File: src/rtl/mux_sel_arbiter.sv
// Round-robin arbiter driving the select of a shared 5-input colour mux.
// Define ARB_PRIO0_EN to make source 0 a fixed-priority source.
//
// Ports:
//   clk, rst_n   clock, asynchronous active-low reset
//   en           arbiter enable; low idles the arbiter at the next edge
//   req[4:0]     level request per source
//   sel[2:0]     registered mux select, 3'b111 (blank) when idle
//   grant[4:0]   registered one-hot grant, zero when idle
//   busy         high while a grant is active
//   switch       one-cycle pulse on the first cycle of each new grant
module mux_sel_arbiter #(
    parameter int BURST_LEN = 8
) (
    input  logic       clk,
    input  logic       rst_n,
    input  logic       en,
    input  logic [4:0] req,
    output logic [2:0] sel,
    output logic [4:0] grant,
    output logic       busy,
    output logic       switch
);

    localparam int CW = (BURST_LEN > 1) ? $clog2(BURST_LEN) : 1;
    localparam logic [CW-1:0] CMAX = CW'(BURST_LEN - 1);

    typedef enum logic {
        S_IDLE,
        S_GRANT
    } state_t;

    state_t        state_q, state_d;
    logic [2:0]    cur_q, cur_d;
    logic [2:0]    last_q, last_d;
    logic [2:0]    sel_q, sel_d;
    logic [4:0]    grant_q, grant_d;
    logic [CW-1:0] cnt_q, cnt_d;
    logic          sw_q, sw_d;

    logic          win_vld;
    logic [2:0]    win_idx;
    logic          keep_ptr;
    logic          rel;

    // Scan from last+5 down to last+1 so the nearest requester after
    // the pointer is the final (winning) assignment.
    always_comb begin
        int j;
        logic [2:0] idx;
        win_vld  = 1'b0;
        win_idx  = 3'd0;
        keep_ptr = 1'b0;
        j        = 0;
        idx      = 3'd0;
        for (int i = 5; i >= 1; i--) begin
            j = int'(last_q) + i;
            if (j >= 5) j = j - 5;
            idx = 3'(j);
            if (req[idx]) begin
                win_vld = 1'b1;
                win_idx = idx;
            end
        end
`ifdef ARB_PRIO0_EN
        // Overlay source pre-empts the rotation and leaves the pointer alone.
        if (req[0]) begin
            win_vld  = 1'b1;
            win_idx  = 3'd0;
            keep_ptr = 1'b1;
        end
`endif
    end

    always_comb begin
        state_d = state_q;
        cur_d   = cur_q;
        last_d  = last_q;
        cnt_d   = cnt_q;
        sel_d   = sel_q;
        grant_d = grant_q;
        sw_d    = 1'b0;
        rel     = 1'b1;
        if (!en) begin
            state_d = S_IDLE;
            sel_d   = 3'b111;
            grant_d = 5'b0;
            cnt_d   = '0;
        end else begin
            case (state_q)
                S_IDLE:  rel = 1'b1;
                S_GRANT: rel = !req[cur_q] || (cnt_q == CMAX);
                default: rel = 1'b1;
            endcase
            if (!rel) begin
                cnt_d = cnt_q + CW'(1);
            end else if (win_vld) begin
                // Hand-over happens in the same edge, even to the same source.
                state_d = S_GRANT;
                cur_d   = win_idx;
                if (!keep_ptr) last_d = win_idx;
                cnt_d   = '0;
                sel_d   = win_idx;
                grant_d = 5'(5'b1 << win_idx);
                sw_d    = 1'b1;
            end else begin
                state_d = S_IDLE;
                sel_d   = 3'b111;
                grant_d = 5'b0;
                cnt_d   = '0;
            end
        end
    end

    always_ff @(posedge clk or negedge rst_n) begin
        if (!rst_n) begin
            state_q <= S_IDLE;
            cur_q   <= 3'd0;
            last_q  <= 3'd4;
            cnt_q   <= '0;
            sel_q   <= 3'b111;
            grant_q <= 5'b0;
            sw_q    <= 1'b0;
        end else begin
            state_q <= state_d;
            cur_q   <= cur_d;
            last_q  <= last_d;
            cnt_q   <= cnt_d;
            sel_q   <= sel_d;
            grant_q <= grant_d;
            sw_q    <= sw_d;
        end
    end

    assign sel    = sel_q;
    assign grant  = grant_q;
    assign busy   = (state_q == S_GRANT);
    assign switch = sw_q;

endmodule
File: config.mk
export PLATFORM = sky130hd
export DESIGN_NAME = mux_sel_arbiter
export DESIGN_NICKNAME = d
export VERILOG_FILES = /design/src/rtl/mux_sel_arbiter.sv
export SDC_FILE = /design/constraint.sdc
export NUM_CORES = 1
export LEC_CHECK = 0
export CORE_ASPECT_RATIO = 0.75
export CORE_MARGIN = 2
export CORE_UTILIZATION = 25
export CTS_BUF_LIST = sky130_fd_sc_hd__clkbuf_2
export DETAILED_ROUTE_END_ITERATION = 8
export SLEW_MARGIN = 0
export SYNTH_ARGS = -nofsm -noshare
export SYNTH_HDL_FRONTEND = slang
export SYNTH_SLANG_ARGS = --single-unit
export TNS_END_PERCENT = 5
File: constraint.sdc
create_clock -name clk -period 9.3 [get_ports clk]
set_input_delay 2.79 -clock clk [delete_from_list [all_inputs] [get_ports clk]]
set_output_delay 2.79 -clock clk [all_outputs]
set_load 0.005 [all_outputs]
Yosys cells after proc, flatten, opt, wreduce, memory -nomap -nowiden
Index checks and enable logic that the tools add are counted.
- register bits: 19
- latch bits: 0
- memory bits (writable): 0
- memory bits (read-only): 0
- input port bits: 8
- word-level logic and storage cells: 78
- memories kept: 0
- add/sub/neg operators: 11
- $mul: 0
- divide/modulo/power cells: 0
- order comparisons: 11
- equal/unequal tests: 2
- shifts and indexed selects: 1
- muxes and demuxes: 42
- bitwise logic cells: 1
- reductions and logical operators: 3
- operator list (kind ; number):
    two-way mux 3 bit ; 15
    < comparator 3 x 4 -> 1 bit (second input constant) ; 6
    greater-or-equal comparator 4 x 3 -> 1 bit (second input constant) ; 5
    binary-select mux 1 bit (select 3 bit) ; 6
    two-way mux 1 bit ; 17
    two-way mux 5 bit ; 3
    subtractor 3 bit (second input constant) ; 5
    adder 3 x 2 -> 4 bit (second input constant) ; 2
    adder 3 x 3 -> 4 bit (second input constant) ; 2
    << shifter 1 x 3 -> 5 bit (first input constant) ; 1
    adder 3 x 1 -> 4 bit (second input constant) ; 1
    adder 3 x 1 -> 3 bit (second input constant) ; 1
    equality test 3 bit (second input constant) ; 1
    AND reduction 3 bit ; 1
    != test 2 x 1 -> 1 bit (second input constant) ; 1
    case mux 1 bit (2 select lines) ; 1
    logical NOT 1 bit ; 1
    logical OR 1 bit ; 1
    NOT 1 bit ; 1

Longest topological paths before layout
Gate-level depths: netlist (run 1).
- depth after elaboration: 14
- mapped depth: 15
- gate-level depth less buffers: 12

Least setup slack after synthesis (run 1)
Ideal clock, no wire load.
- path kind: input -> register
- from: input req[0]
- to: register cur_q[0]
- library setup time: 125 ps
- data arrival time: 4500 ps
- required time: 9175 ps
- slack: 4674 ps
- stages on the path: 8
- path buffers: 2
- cell sequence: clkbuf_1 > a21boi_0 > mux4_2 > nor2_1 > nor2_1 > a41oi_2 > buf_6 > mux2_4
- word-level cells in the longest chain between the ends: 8
- RTL lines (item ; line ; text):
    start, declared ; 18 ; input logic [4:0] req,
    binary-select mux 1 bit (select 3 bit) ; 60 ; if (req[idx]) begin
    two-way mux 1 bit (implied by the code) ; 60 ;
    two-way mux 1 bit (5 in a row) ; 60 ;
    AND reduction 3 bit (no line) ; n/a ;
    end signal, assigned ; 126 ; cur_q <= cur_d;
    end, declared ; 34 ; logic [2:0] cur_q, cur_d;
Several ways; a longest one is shown, not always the timed one. The select of a mux whose other input is x is not followed.
A chain may end at the register's enable or synchronous reset.

Final worst setup path (run 1)
- from: input req[2]
- to: register grant_q[0] (netlist: grant[0])
- word-level cells in the longest chain between the ends: 11
- RTL lines (item ; line ; text):
    binary-select mux 1 bit (select 3 bit) ; 60 ;
    two-way mux 1 bit (implied by the code) ; 60 ;
    two-way mux 3 bit (5 in a row) ; 60 ;
    << shifter 1 x 3 -> 5 bit ; 104 ; grant_d = 5'(5'b1 << win_idx);
    two-way mux 5 bit ; 97 ; end else if (win_vld) begin
    two-way mux 5 bit ; 95 ; if (!rel) begin
    two-way mux 5 bit ; 84 ; if (!en) begin
    end signal, assigned ; 130 ; grant_q <= grant_d;
    end, declared ; 37 ; logic [4:0] grant_q, grant_d;
Several ways; a longest one is shown, not always the timed one. The select of a mux whose other input is x is not followed.

==> results.py, run 1 <==
metrics = {
    "sta": {
        "drv_slew": 0,
        "hold_viol": 0,
        "max_freq_mhz": 188,
        "tns_ps": 0,
        "worstMarginPinSlew_ps": 747,
        "slew_headroom": 0.501,
        "finalCriticalPeriod_ps": 5330,
        "rsz0062_at_grt": "false",
        "post-route-worst-setup-slack_ps": 3970,
        "setup_viol": 0,
        "post-route-period-util": 0.573,
        "fin_skew_ps": 27.3,
    },
    "finish": {
        "fillers": 837,
        "area_growth_pct": 11.7,
        "post-route-util": 0.283,
        "antennaDiodeCount": 0,
        "mostFrequentLayoutCells": "nand2_1, clkdlybuf4s50_1, mux2i_1",
        "final_area_um2": 2200,
        "finalNetCount": 254,
        "drive_gt1_frac": 0.139,
    },
    "run_status": {
        "status": "completed",
    },
    "synthesis": {
        "synth_seq_cells": 17,
        "synth_fp_nets": 245,
        "netlist_area_um2": 1970,
        "synth-async-reset-ratio": 1.00,
        "avgSynthCellArea_um2": 8.84,
        "synth_flop_cell": "dfrtp_1",
        "yosysWarnings": 0,
        "yosysUniqueCellTypes": 66,
        "syn_inst": 223,
        "synth_edf_count": 0,
        "yosysSeqAreaShare": 0.218,
    },
    "die": {
        "core_um2": 7780,
        "die_h_um": 80.9,
        "pin_count": 18,
        "floorplan.initialDensity": 0.254,
        "die-area_um2": 8620,
        "die_w_um": 107,
        "rows": 28,
    },
    "clocking": {
        "numClockSinks": 17,
        "cts_buffers": 3,
        "cts_buffer_depth": 2,
        "root_buffer": "clkbuf_2",
        "clock_latency_ps": 300,
        "clk_pin_slew_ps": 170,
        "tritoncts": "yes",
        "cts_hold_buf": 0,
        "htree_num_levels": 1,
        "ctsResizeCount": 0,
        "post_cts_buffers": 0,
    },
    "hold_path": {
        "min_from": "cnt_q[0]",
        "hold_class": "flip-flop to flip-flop",
        "hold_depth": 1,
    },
    "placement": {
        "placed_area_um2": 2180,
        "post-dp-hpwl_mm": 3.72,
        "dpl_worst_slack_ps": 3680,
        "portBuffers": 17,
        "gp_congestion": 0.882,
    },
    "global_route": {
        "grt_pass1_vias": 1625,
        "antenna_found_initial": 0,
        "grt_max_degree": 30,
        "grt_pass1_wl_mm": 8.39,
        "gr-total-overflow": 0,
        "track_usage": 0.120,
    },
    "critical_path": {
        "cp.arrival_ps": 5560,
        "cp.required_ps": 9530,
        "crit_type": "input pin to flip-flop",
        "cp_slowest_cell": "clkdlybuf4s50_1",
        "critPathMaxFanout": 12,
        "r2r_cells": 10,
        "crit_path_cell_trace": "clkdlybuf4s50_1 > nand2_1 > a21boi_0 > mux4_2 > nor2_1 > nor2_1 > a41oi_2 > o211ai_2 > o31ai_1",
        "worstSetupStartpointType": "input pin",
        "setup.worst_path.start": "req[2]",
        "r2r_start": "cur_q[1]",
        "cpMostUsedCell": "nor2_1",
        "cpPeakStageDelay_ps": 740,
        "crit_path_end_kind": "flip-flop",
    },
    "drt": {
        "drt_iter0_drc": 121,
        "antenna_left": 0,
        "via_count": 1720,
        "drc": 0,
        "drt_first_pass_iters": 4,
        "wl_mm": 4.91,
        "via_per_inst": 5.12,
        "wl_per_cell_um": 14.6,
    },
    "job": {
        "drv_cap": 0,
    },
}
[cells in the mapped netlist (5+ instances only)]
library cell,number,area [um^2]
o21ai_0,9,45.0
nand2b_1,12,75.1
dfrtp_1,13,325
nand2_1,17,63.8
ha_1,13,163
nor2_1,13,48.8
a21oi_1,12,60.1
and2_1,5,31.3
mux2i_1,15,150
inv_1,6,22.5
buf_2,6,30.0
[per-layer routing]
layer	track usage	routed length, um
met5	0	0
met4	0.0117	27
met3	0.0201	191
met2	0.192	2160
met1	0.175	2530
[kinds of logic (layout without fill, tap and decap cells)]
family          after synthesis  count (layout)  synth area share
flops                        17              17             0.218
buf+inv                      22              30            0.0647
xor+xnor                      4               4            0.0178
compound gates               70              70             0.279
mux                          19              19             0.107
simple gates                 77              77             0.221
fa+ha+maj                    14              14            0.0926
[final timing paths]
check | slack, ps | end
worst max register to register | 5180 | grant[0]
max in group asynchronous | 5910 | busy
worst max-delay path | 3970 | grant[0]
worst min register to register | 440 | cnt_q[0]
min in group asynchronous | 2900 | grant[2]
worst min-delay path | 440 | cnt_q[0]
[sequential cells by signal, summed over array words and instances, names as in the netlist]
register	cells
busy	1
switch	1
last_q	1
cnt_q	3
grant	5
sel	3
cur_q	3
[critical path, delay by kind of cell]
family / cells / cell delay (ps)
multiplexers: 1 / 480
AO/OA/AOI/OAI: 4 / 1150
AND/OR/NAND/NOR: 3 / 400
buffers and inverters: 1 / 740
[layout make-up]
| type | instances | area, um^2 | share of cell area |
|---|---|---|---|
| Sequential cell | 17 | 430 | 0.195 |
| Tap cell | 105 | 131 | 0.0596 |
| Timing Repair Buffer | 18 | 178 | 0.0806 |
| Multi-Input combinational cell | 184 | 1410 | 0.642 |
| Clock inverter | 1 | 5.00 | 0.00227 |
| Clock buffer | 3 | 15.0 | 0.00681 |
| Inverter | 8 | 30.0 | 0.0136 |
[per-stage QoR]
stage,hold WS (ps),cells
5_1_grt,461,336
4_1_cts,443,336
3_3_place_gp,422,332
2_1_floorplan,410,223
3_5_place_dp,424,332
6_report,443,336
Power of run 1 is not shown: default switching activity piles up to over one toggle a cycle in this logic, so the estimate is an artifact.
==> inputs of run 2 (changes only) <==
Clock period 9.3 ns to 4.71 ns, I/O delays scaled along.
==> results.py, run 2 (same netlist as run 1, synthesis figures left out) <==
metrics = {
    "run_status": {
        "status": "completed",
    },
    "placement": {
        "placed_area_um2": 2210,
        "post-dp-hpwl_mm": 3.78,
        "gp_congestion": 0.889,
        "portBuffers": 17,
    },
    "finish": {
        "final_area_um2": 2230,
        "antennaDiodeCount": 0,
        "drive_gt1_frac": 0.150,
        "finalNetCount": 257,
        "area_growth_pct": 12.9,
        "mostFrequentLayoutCells": "nand2_1, clkdlybuf4s50_1, mux2i_1",
        "fillers": 846,
        "post-route-util": 0.286,
        "largest_reg_flops": 5,
    },
    "global_route": {
        "antenna_found_initial": 0,
        "grt_pass1_wl_mm": 8.26,
        "gr-total-overflow": 0,
        "grt_pass1_vias": 1621,
        "grt_max_degree": 30,
        "track_usage": 0.118,
    },
    "sta": {
        "drv_slew": 0,
        "finalCriticalPeriod_ps": 3900,
        "worstMarginPinSlew_ps": 733,
        "slew_headroom": 0.509,
        "hold_viol": 0,
        "post-route-period-util": 0.828,
        "max_freq_mhz": 256,
        "setup_viol": 0,
        "rsz0062_at_grt": "false",
        "fin_hold_ws_ps": 444,
        "fin_skew_ps": 17.9,
        "tns_ps": 0,
    },
    "clocking": {
        "post_cts_buffers": 0,
        "ctsResizeCount": 0,
        "cts_hold_buf": 0,
        "root_buffer": "clkbuf_2",
        "cts_buffer_depth": 2,
        "htree_num_levels": 1,
        "clock_latency_ps": 290,
        "tritoncts": "yes",
        "cts_buffers": 3,
        "clk_pin_slew_ps": 160,
        "numClockSinks": 17,
    },
    "critical_path": {
        "cp_slowest_cell": "clkdlybuf4s50_1",
        "cpMostUsedCell": "nor2_1",
        "critPathMaxFanout": 12,
        "crit_path_cell_trace": "clkdlybuf4s50_1 > nand2_1 > a21boi_0 > mux4_2 > nor2_1 > nor2_1 > a41oi_2 > o211ai_2 > o31ai_1",
        "cp.required_ps": 4930,
        "r2r_start": "cur_q[0]",
        "cp.arrival_ps": 4120,
        "r2r_cells": 12,
        "worstReg2RegEnd": "grant[0]",
        "r2r_slack_ps": 1100,
        "worstSetupStartpointType": "input pin",
        "crit_path_end_kind": "flip-flop",
        "crit_type": "input pin to flip-flop",
        "cpPeakStageDelay_ps": 740,
    },
    "die": {
        "core_um2": 7780,
        "pin_count": 18,
        "die_w_um": 107,
        "die-area_um2": 8620,
        "rows": 28,
        "die_h_um": 80.9,
        "floorplan.initialDensity": 0.254,
    },
    "drt": {
        "wl_mm": 5.01,
        "drc": 0,
        "drt_iter0_drc": 208,
        "antenna_left": 0,
        "via_count": 1761,
        "wl_per_cell_um": 14.8,
        "drt_first_pass_iters": 4,
        "via_per_inst": 5.19,
    },
    "hold_path": {
        "hold_class": "flip-flop to flip-flop",
        "hold_path_end": "cnt_q[0]",
        "min_from": "cnt_q[0]",
        "hold_depth": 1,
    },
    "job": {
        "drv_cap": 0,
    },
}
run 2: how the worst max path moves through the flow:
stage	startpoint	end	slack [ps]	cells past startpoint
CTS	req[2]	grant[0]	840	9
floorplan	req[0]	cur_q[0]	1460	8
detailed placement	req[2]	grant[0]	510	9
global route	req[2]	grant[0]	590	9
global placement	req[2]	grant[0]	560	9
finish	req[2]	grant[0]	810	9
run 2: layout make-up:
class                      instances  area, um^2  area share
multi-input combinational        184        1410       0.635
timing repair buffer              21         200      0.0899
inverter                           8        30.0      0.0135
clock buffer                       3        15.0     0.00675
clock inverter                     1        5.00     0.00225
sequential                        17         430       0.193
tap                              105         131      0.0590
run 2: routing by layer:
layer  vias up  part of all wire  global-route usage
li1        850                 -                   -
met2        58              0.46               0.192
met1       853              0.48               0.174
met4         0                 0             0.00390
met5         -                 0                   0
met3         0             0.067              0.0169
run 2: critical path: cells and delay by family:
kind                   cells  cell delay (ps)
AO/OA/AOI/OAI              4             1090
buffers and inverters      1              740
multiplexers               1              480
AND/OR/NAND/NOR            3              400
run 2: stage by stage:
| stage | instances | worst slack [ps] |
|---|---|---|
| finish | 339 | 809 |
| detailed placement | 335 | 511 |
| floorplan | 223 | 1460 |
| global route | 339 | 592 |
| global placement | 335 | 560 |
| CTS | 339 | 842 |
Power of run 2 is left out for the same reason.
==> inputs of run 3 (changes only) <==
Clock period 4.71 ns to 3.2 ns, I/O delays scaled along.
==> results.py, run 3 (same netlist as run 1, synthesis figures left out) <==
metrics = {
    "run_status": {
        "status": "completed",
    },
    "placement": {
        "post-dp-hpwl_mm": 4.38,
        "portBuffers": 17,
        "gp_congestion": 0.872,
    },
    "clocking": {
        "tritoncts": "yes",
        "numClockSinks": 17,
        "cts_buffer_depth": 2,
        "htree_num_levels": 1,
        "post_cts_buffers": 0,
        "clock_latency_ps": 300,
        "cts_buffers": 3,
        "clk_pin_slew_ps": 170,
        "root_buffer": "clkbuf_2",
    },
    "finish": {
        "final_common_cell": "buf_4",
        "layout.area.seq_um2": 430,
        "multiInputGateArea_um2": 1430,
        "finalNetCount": 284,
        "drive_gt1_frac": 0.249,
        "antennaDiodeCount": 0,
        "mostFrequentLayoutCells": "buf_4, nand2_1, clkdlybuf4s50_1",
        "area_growth_pct": 24.1,
        "post-route-util": 0.315,
        "fillers": 822,
        "largest_reg_flops": 5,
    },
    "critical_path": {
        "cp.arrival_ps": 3240,
        "crit_path_end_kind": "flip-flop",
        "cpPeakStageDelay_ps": 430,
        "cp.required_ps": 3410,
        "crit_path_cell_trace": "inv_2 > ha_1 > inv_1 > fa_2 > nand2b_1 > o21a_1 > or3b_1 > nor2_2 > nor2_1 > a41oi_2 > buf_4 > mux2_4",
        "worstSetupStartpointType": "flip-flop",
        "critPathMaxFanout": 6,
        "cp_slowest_cell": "dfrtp_1",
        "crit_type": "flip-flop to flip-flop",
    },
    "global_route": {
        "grt_pass1_vias": 1753,
        "grt_pass1_wl_mm": 8.74,
        "track_usage": 0.128,
        "gr-total-overflow": 0,
        "grt_max_degree": 19,
        "antenna_found_initial": 0,
    },
    "die": {
        "pin_count": 18,
        "floorplan.initialDensity": 0.254,
        "rows": 28,
        "die_h_um": 80.9,
        "die-area_um2": 8620,
        "core_um2": 7780,
        "die_w_um": 107,
    },
    "sta": {
        "finalCriticalPeriod_ps": 3030,
        "post-route-period-util": 0.948,
        "hold_viol": 0,
        "worstMarginPinSlew_ps": 739,
        "max_freq_mhz": 330,
        "fin_skew_ps": 5.04,
        "slew_headroom": 0.506,
        "setup_viol": 0,
        "drv_slew": 0,
        "rsz0062_at_grt": "true",
    },
    "drt": {
        "via_per_inst": 5.07,
        "drc": 0,
        "antenna_left": 0,
        "drt_first_pass_iters": 4,
        "via_count": 1855,
        "wl_per_cell_um": 14.7,
        "wl_mm": 5.36,
        "drt_iter0_drc": 160,
    },
    "hold_path": {
        "hold_class": "flip-flop to flip-flop",
    },
    "job": {
        "drv_cap": 0,
    },
}
run 3: cell type report:
type                       instances  share of cell area
tap                              105              0.0537
inverter                           8              0.0123
multi-input combinational        184               0.584
timing repair buffer              48               0.166
sequential                        17               0.176
clock buffer                       4             0.00818
run 3: what timing repair did:
item | 4_1_cts | 5_1_grt
setup endpoints to repair | 0 | 6
hold buffers | 0 | 0
resized for setup | 0 | 4
run 3: final timing paths:
| check | start | endpoint | slack [ps] | cells after the start |
|---|---|---|---|---|
| worst min-delay path | cnt_q[0] | cnt_q[0] | 450 | 1 |
| worst max register to register | cur_q[0] | cur_q[0] | 170 | 12 |
| worst max-delay path | cur_q[0] | cur_q[0] | 170 | 12 |
| worst min register to register | cnt_q[0] | cnt_q[0] | 450 | 1 |
| min in group asynchronous | rst_n | switch | 1070 | 1 |
| max in group asynchronous | rst_n | busy | 1670 | 1 |
run 3: worst max-delay path, delay by kind of cell (launching register included):
kind	cells	cell delay, ps
muxes	1	300
buffers and inverters	3	390
DFF	1	430
and+or+nand+nor	4	860
AOI/OAI and AO/OA	2	360
adders and majority gates	2	610
run 3: stage by stage:
step | hold slack (ps) | setup WS (ps) | TNS [ps] | instance area (um^2) | std cells
6_report | 452 | 167 | 0 | 2450 | 366
5_1_grt | 479 | -8.76 | -8.76 | 2450 | 366
4_1_cts | 452 | 123 | 0 | 2430 | 366
3_5_place_dp | 431 | -216 | -1450 | 2410 | 362
3_3_place_gp | 433 | -177 | -1010 | 2410 | 362
2_1_floorplan | 410 | 77.8 | 0 | 1970 | 223
run 3: per-layer routing:
layer | share of wire | vias up | track usage | wire [um]
met5 | 0 | - | 0 | 0
met1 | 0.49 | 902 | 0.192 | 2640
met4 | 0.0086 | 0 | 0.0169 | 46
met3 | 0.071 | 4 | 0.0241 | 380
met2 | 0.43 | 45 | 0.194 | 2300
li1 | - | 904 | - | -
Power of run 3 is left out for the same reason.
